**config.mk**
```make
export PLATFORM = sky130hd
export DESIGN_NAME = result_bcd_converter
export DESIGN_NICKNAME = d
export VERILOG_FILES = /design/src/rtl/result_bcd_converter_pkg.sv /design/src/rtl/result_bcd_converter_bcd_to_7seg.sv /design/src/rtl/result_bcd_converter.sv
export SDC_FILE = /design/constraint.sdc
export NUM_CORES = 1
export LEC_CHECK = 0
export ABC_AREA = 1
export BUFFER_PORTS_ARGS = -buffer_cell sky130_fd_sc_hd__buf_2
export CORE_ASPECT_RATIO = 2
export CORE_MARGIN = 5
export CORE_UTILIZATION = 41
export CTS_CLUSTER_SIZE = 40
export DETAILED_ROUTE_END_ITERATION = 10
export GPL_ROUTABILITY_DRIVEN = 0
export SYNTH_ARGS = -nofsm -noshare
export SYNTH_HDL_FRONTEND = slang
export SYNTH_SLANG_ARGS = --single-unit
export TNS_END_PERCENT = 10
```
**constraint.sdc**
```tcl
create_clock -name clk -period 1.99 [get_ports clk]
set_input_delay 0.0995 -clock clk [delete_from_list [all_inputs] [get_ports clk]]
set_output_delay 0.0995 -clock clk [all_outputs]
set_load 0.01 [all_outputs]
```
**src/rtl/result_bcd_converter_pkg.sv**
```systemverilog
// Shared definitions for the binary-to-BCD result converter: FSM encoding,
// seven-segment patterns (active-low {g,f,e,d,c,b,a}) and default width.
package result_bcd_converter_pkg;

   localparam int DEFAULT_WIDTH = 8;
   localparam int SCRATCH_W     = 12;

   typedef enum logic [1:0] {
      ST_IDLE  = 2'd0,
      ST_SHIFT = 2'd1,
      ST_LOAD  = 2'd2
   } state_t;

   localparam logic [6:0] SEG_0     = 7'b1000000;
   localparam logic [6:0] SEG_1     = 7'b1111001;
   localparam logic [6:0] SEG_2     = 7'b0100100;
   localparam logic [6:0] SEG_3     = 7'b0110000;
   localparam logic [6:0] SEG_4     = 7'b0011001;
   localparam logic [6:0] SEG_5     = 7'b0010010;
   localparam logic [6:0] SEG_6     = 7'b0000010;
   localparam logic [6:0] SEG_7     = 7'b1111000;
   localparam logic [6:0] SEG_8     = 7'b0000000;
   localparam logic [6:0] SEG_9     = 7'b0010000;
   localparam logic [6:0] SEG_BLANK = 7'b1111111;

endpackage

```
**src/rtl/result_bcd_converter_bcd_to_7seg.sv**
```systemverilog
// Purely combinational BCD digit to active-low seven-segment decode;
// codes 10..15 render as a dark digit.
module bcd_to_7seg
   import result_bcd_converter_pkg::*;
(
   input  logic [3:0] digit_i,
   output logic [6:0] seg_o
);

   always_comb begin
      seg_o = SEG_BLANK;
      case (digit_i)
         4'd0:    seg_o = SEG_0;
         4'd1:    seg_o = SEG_1;
         4'd2:    seg_o = SEG_2;
         4'd3:    seg_o = SEG_3;
         4'd4:    seg_o = SEG_4;
         4'd5:    seg_o = SEG_5;
         4'd6:    seg_o = SEG_6;
         4'd7:    seg_o = SEG_7;
         4'd8:    seg_o = SEG_8;
         4'd9:    seg_o = SEG_9;
         default: seg_o = SEG_BLANK;
      endcase
   end

endmodule

```
**src/rtl/result_bcd_converter.sv**
```systemverilog
// Sequential double-dabble converter: one operand bit per cycle, then the
// digits and their segment patterns are registered together in LOAD.
module result_bcd_converter
   import result_bcd_converter_pkg::*;
#(
   parameter int WIDTH         = DEFAULT_WIDTH,
   parameter bit BLANK_LEADING = 1'b1
) (
   input  logic             clk,
   input  logic             rst,
   input  logic             start,
   input  logic [WIDTH-1:0] bin_in,
   output logic             busy,
   output logic             done,
   output logic [3:0]       bcd_hund,
   output logic [3:0]       bcd_tens,
   output logic [3:0]       bcd_ones,
   output logic [6:0]       seg_hund,
   output logic [6:0]       seg_tens,
   output logic [6:0]       seg_ones,
   output logic [1:0]       dbg_state_o
);

   // Leading digits power up dark when blanking is on, otherwise show 0.
   localparam logic [6:0] SEG_LEAD_RST = BLANK_LEADING ? SEG_BLANK : SEG_0;

   state_t                 state_q, state_d;
   logic [WIDTH-1:0]       opnd_q, opnd_d;
   logic [SCRATCH_W-1:0]   scr_q, scr_d, adj;
   logic [3:0]             cnt_q, cnt_d;
   logic                   done_q, done_d;
   logic                   load;
   logic [SCRATCH_W-1:0]   bcd_q;
   logic [6:0]             seg_h_q, seg_t_q, seg_o_q;
   logic [6:0]             raw_h, raw_t, raw_o;
   logic [6:0]             seg_h_d, seg_t_d;

   always_comb begin
      adj = scr_q;
      for (int i = 0; i < 3; i++) begin
         if (scr_q[4*i +: 4] >= 4'd5) adj[4*i +: 4] = scr_q[4*i +: 4] + 4'd3;
      end
   end

   always_comb begin
      state_d = state_q;
      opnd_d  = opnd_q;
      scr_d   = scr_q;
      cnt_d   = cnt_q;
      done_d  = 1'b0;
      load    = 1'b0;
      case (state_q)
         ST_IDLE: begin
            if (start) begin
               opnd_d  = bin_in;
               scr_d   = '0;
               cnt_d   = '0;
               state_d = ST_SHIFT;
            end
         end
         ST_SHIFT: begin
            {scr_d, opnd_d} = {adj, opnd_q} << 1;
            cnt_d = cnt_q + 4'd1;
            if (cnt_q == 4'(WIDTH - 1)) state_d = ST_LOAD;
         end
         ST_LOAD: begin
            load    = 1'b1;
            done_d  = 1'b1;
            state_d = ST_IDLE;
         end
         default: state_d = ST_IDLE;
      endcase
   end

   bcd_to_7seg u_dec_hund (.digit_i(scr_q[11:8]), .seg_o(raw_h));
   bcd_to_7seg u_dec_tens (.digit_i(scr_q[7:4]),  .seg_o(raw_t));
   bcd_to_7seg u_dec_ones (.digit_i(scr_q[3:0]),  .seg_o(raw_o));

   // The tens digit is only dark when the hundreds digit is dark too.
   always_comb begin
      seg_h_d = raw_h;
      seg_t_d = raw_t;
      if (BLANK_LEADING && scr_q[11:8] == 4'd0) begin
         seg_h_d = SEG_BLANK;
         if (scr_q[7:4] == 4'd0) seg_t_d = SEG_BLANK;
      end
   end

   always_ff @(posedge clk or negedge rst) begin
      if (!rst) begin
         state_q <= ST_IDLE;
         opnd_q  <= '0;
         scr_q   <= '0;
         cnt_q   <= '0;
         done_q  <= 1'b0;
         bcd_q   <= '0;
         seg_h_q <= SEG_LEAD_RST;
         seg_t_q <= SEG_LEAD_RST;
         seg_o_q <= SEG_0;
      end else begin
         state_q <= state_d;
         opnd_q  <= opnd_d;
         scr_q   <= scr_d;
         cnt_q   <= cnt_d;
         done_q  <= done_d;
         if (load) begin
            bcd_q   <= scr_q;
            seg_h_q <= seg_h_d;
            seg_t_q <= seg_t_d;
            seg_o_q <= raw_o;
         end
      end
   end

   assign busy        = (state_q != ST_IDLE);
   assign done        = done_q;
   assign bcd_hund    = bcd_q[11:8];
   assign bcd_tens    = bcd_q[7:4];
   assign bcd_ones    = bcd_q[3:0];
   assign seg_hund    = seg_h_q;
   assign seg_tens    = seg_t_q;
   assign seg_ones    = seg_o_q;
   assign dbg_state_o = state_q;

endmodule

```
==> impl_metrics.toml <==
[status]
status = "finished clean"

[clocking]
htreeDepth = 3
cts_buffers = 9
tritoncts = "yes"
clock_path_buffers = 2
worstSkewPairLatency_ps = 330
clkTransAtPathRegs_ps = 50
cts_sinks = 60
cts_setup_buffers = 0
clockRootBuffer = "clkbuf_16"

[timing]
skew_ps = 5.14
holdWs_ps = 13.1
slew_viol_final = 0
rsz0062_at_grt = "no"
min_period_ps = 1630
setup_ws_ps = 360
worst_pin_slew_ps = 530
slew_headroom_pct = 64.5
fmax_mhz = 614
finalSetupViolCount = 0
tns_ps = 0
period_share_pct = 81.9
hold_viol = 0

[grt]
grt_max_degree = 24
grt_pass1_wl_mm = 12.4
grt_usage_pct = 17.0
grt-ovfl-total = 0
grt_antenna_before_repair = 0
grt_pass1_vias = 2587

[floorplan]
die_area_mm2 = 0.00940
die_h_um = 132
die_width_um = 71.1
start_util_pct = 42.1
io_pins = 48
core_mm2 = 0.00727
num_rows = 44

[critical_path]
cp.arrival_ps = 1870
critPathCaptureType = "flop"
cp_max_fo = 6
critPathLaunchType = "flop"
slowest_delay_ps = 460
critPathKind = "flop to flop"
critical_path.endpoint = "seg_hund[3]"
r2r_end = "seg_hund[3]"
r2r_cells = 6
r2r_slack_ps = 360
cp.required_ps = 2230
crit_path_frequent_cell = "inv_1"
timing.rr.start = "scr_q[8]"
crit_start = "scr_q[8]"
crit_slowest_cell = "dfrtp_1"
crit_chain = "inv_1 -> ha_1 -> nand2_1 -> inv_1 -> o21ai_1 -> nand3_1"

[logic_synthesis]
synth_warnings = 0
synth_area_mm2 = 0.00306
syn_nets = 401
ys_seq_area_share_pct = 49.7
avgSynthCellArea_um2 = 8.25
yosys_register_bits = 60
synth_cells = 371
synth.distinct_cells = 28

[power_and_ir_drop]
peakVddDrop_uv = 712
p_leak_uw = 0.00193
powerDensity_mw_per_mm2 = 1740

[routing]
vias = 2615
wl_mm = 7.31
via_per_inst = 4.93
drt_iter0_markers = 162
routedWlPerCell_um = 13.8
drtAntennaViolNets = 0
first_pass_iters = 4
drc = 0

[finish]
nFillCells = 735
area_growth_pct = 22.7
drive_gt1_share_pct = 20.5
n_antenna_cell = 0
nets = 463
seqCellArea_mm2 = 0.00152
final_cell_area_mm2 = 0.00376
multi_input_area_mm2 = 0.00134

[placed_design]
postPlaceCellArea_mm2 = 0.00339
post-place-ws_ps = 332
port_buffers = 47
dp_hpwl_mm = 5.43

[run]
cap_violations = 0

[min_path]
holdCritPathClass = "input pin to flop"
logic make-up after synthesis:
family	after synthesis	share of synthesized area, %
adders and majority gates	19	7.76
xor gates and xnor gates	2	0.572
AOI/OAI and AO/OA	51	9.07
buffers and inverters	45	6.54
DFF	60	49.7
and+or+nand+nor	194	26.4
layout make-up:
cell class              count  share of cell area (%)
clock buffers              15                    7.39
clock inverters             1                   0.133
inverters                  34                    3.46
multi-input cells         266                    35.7
flip-flops and latches     60                    40.5
well taps                  92                    3.06
repair buffers             62                    9.79
worst min path at each step:
stage / to / slack, ps / startpoint / cells after the start
2_1_floorplan: bcd_q[0] / -200 / rst / 0
3_3_place_gp: cnt_q[1] / 100 / rst / 1
3_5_place_dp: opnd_q[6] / 110 / rst / 1
4_1_cts: opnd_q[6] / 8 / bin_in[6] / 3
5_1_grt: opnd_q[6] / 30 / bin_in[6] / 3
6_report: opnd_q[6] / 10 / bin_in[6] / 3
state kept, by name, summed over array words and instances, names as in the netlist:
signal       cells
bcd_q           12
scr_q           12
opnd_q           8
seg_hund         7
seg_ones         7
seg_tens         7
cnt_q            4
dbg_state_o      2
done             1
layout by cell type, fill, tap and decap left out, drive strengths merged, types with 4 or more instances in the layout:
cell type / instances
inv: 34
clkbuf: 15
dlygate4sd3: 8
o211ai: 4
nand3: 38
o21ai: 28
nor2: 44
buf: 54
a21oi: 11
ha: 19
dfrtp: 45
dfstp: 15
nand2: 108
cell usage after synthesis, drive strengths merged:
master | count | area (um2)
nand2 | 108 | 413
dfrtp | 45 | 1130
nor2 | 44 | 180
nand3 | 38 | 190
inv | 34 | 130
o21ai | 28 | 140
ha | 19 | 238
dfstp | 15 | 394
a21oi | 11 | 55.1
buf | 10 | 66.3
o211ai | 4 | 30.0
a31oi | 3 | 18.8
o22ai | 3 | 18.8
or2 | 2 | 12.5
a21boi | 1 | 7.51
a22oi | 1 | 7.51
clkbuf | 1 | 3.75
nand3b | 1 | 7.51
nor3 | 1 | 5.00
xnor2 | 1 | 8.76
xor2 | 1 | 8.76
what timing repair did:
item | 4_1_cts | 5_1_grt
hold buffers | 8 | 0
gates resized for setup | 0 | 0
endpoints found under the hold margin | 24 | 0
per-stage QoR:
stage          total power (uW)  std cells  utilization [%]
2_1_floorplan              4200        371                -
4_1_cts                    6610        530             51.7
3_3_place_gp               5040        506             46.7
5_1_grt                    7100        530             51.7
3_5_place_dp               5100        506             46.7
6_report                   6520        530             51.7
critical path, delay by kind of cell (launching register included):
kind / cells / cell delay (ps)
buffers and inverters: 2 / 240
adders and majority gates: 1 / 250
and+or+nand+nor: 2 / 230
AOI/OAI and AO/OA: 1 / 350
DFF: 1 / 460
metal layers:
metal	global-route usage, %	routed length [um]	part of all wire (%)	vias up
met5	0	0	0	-
met4	9.10	269	3.7	0
met3	4.73	313	4.3	20
met2	30.5	4030	55	56
met1	17.3	2700	37	1219
li1	-	-	-	1320
power by group:
part	leakage [uW]	switching (uW)	internal, uW
sequential	0.000710	455	1850
clock	0.000140	513	942
combinational	0.00108	1710	1050
total	0.00193	2680	3840
(Power assumes the default switching activity.)
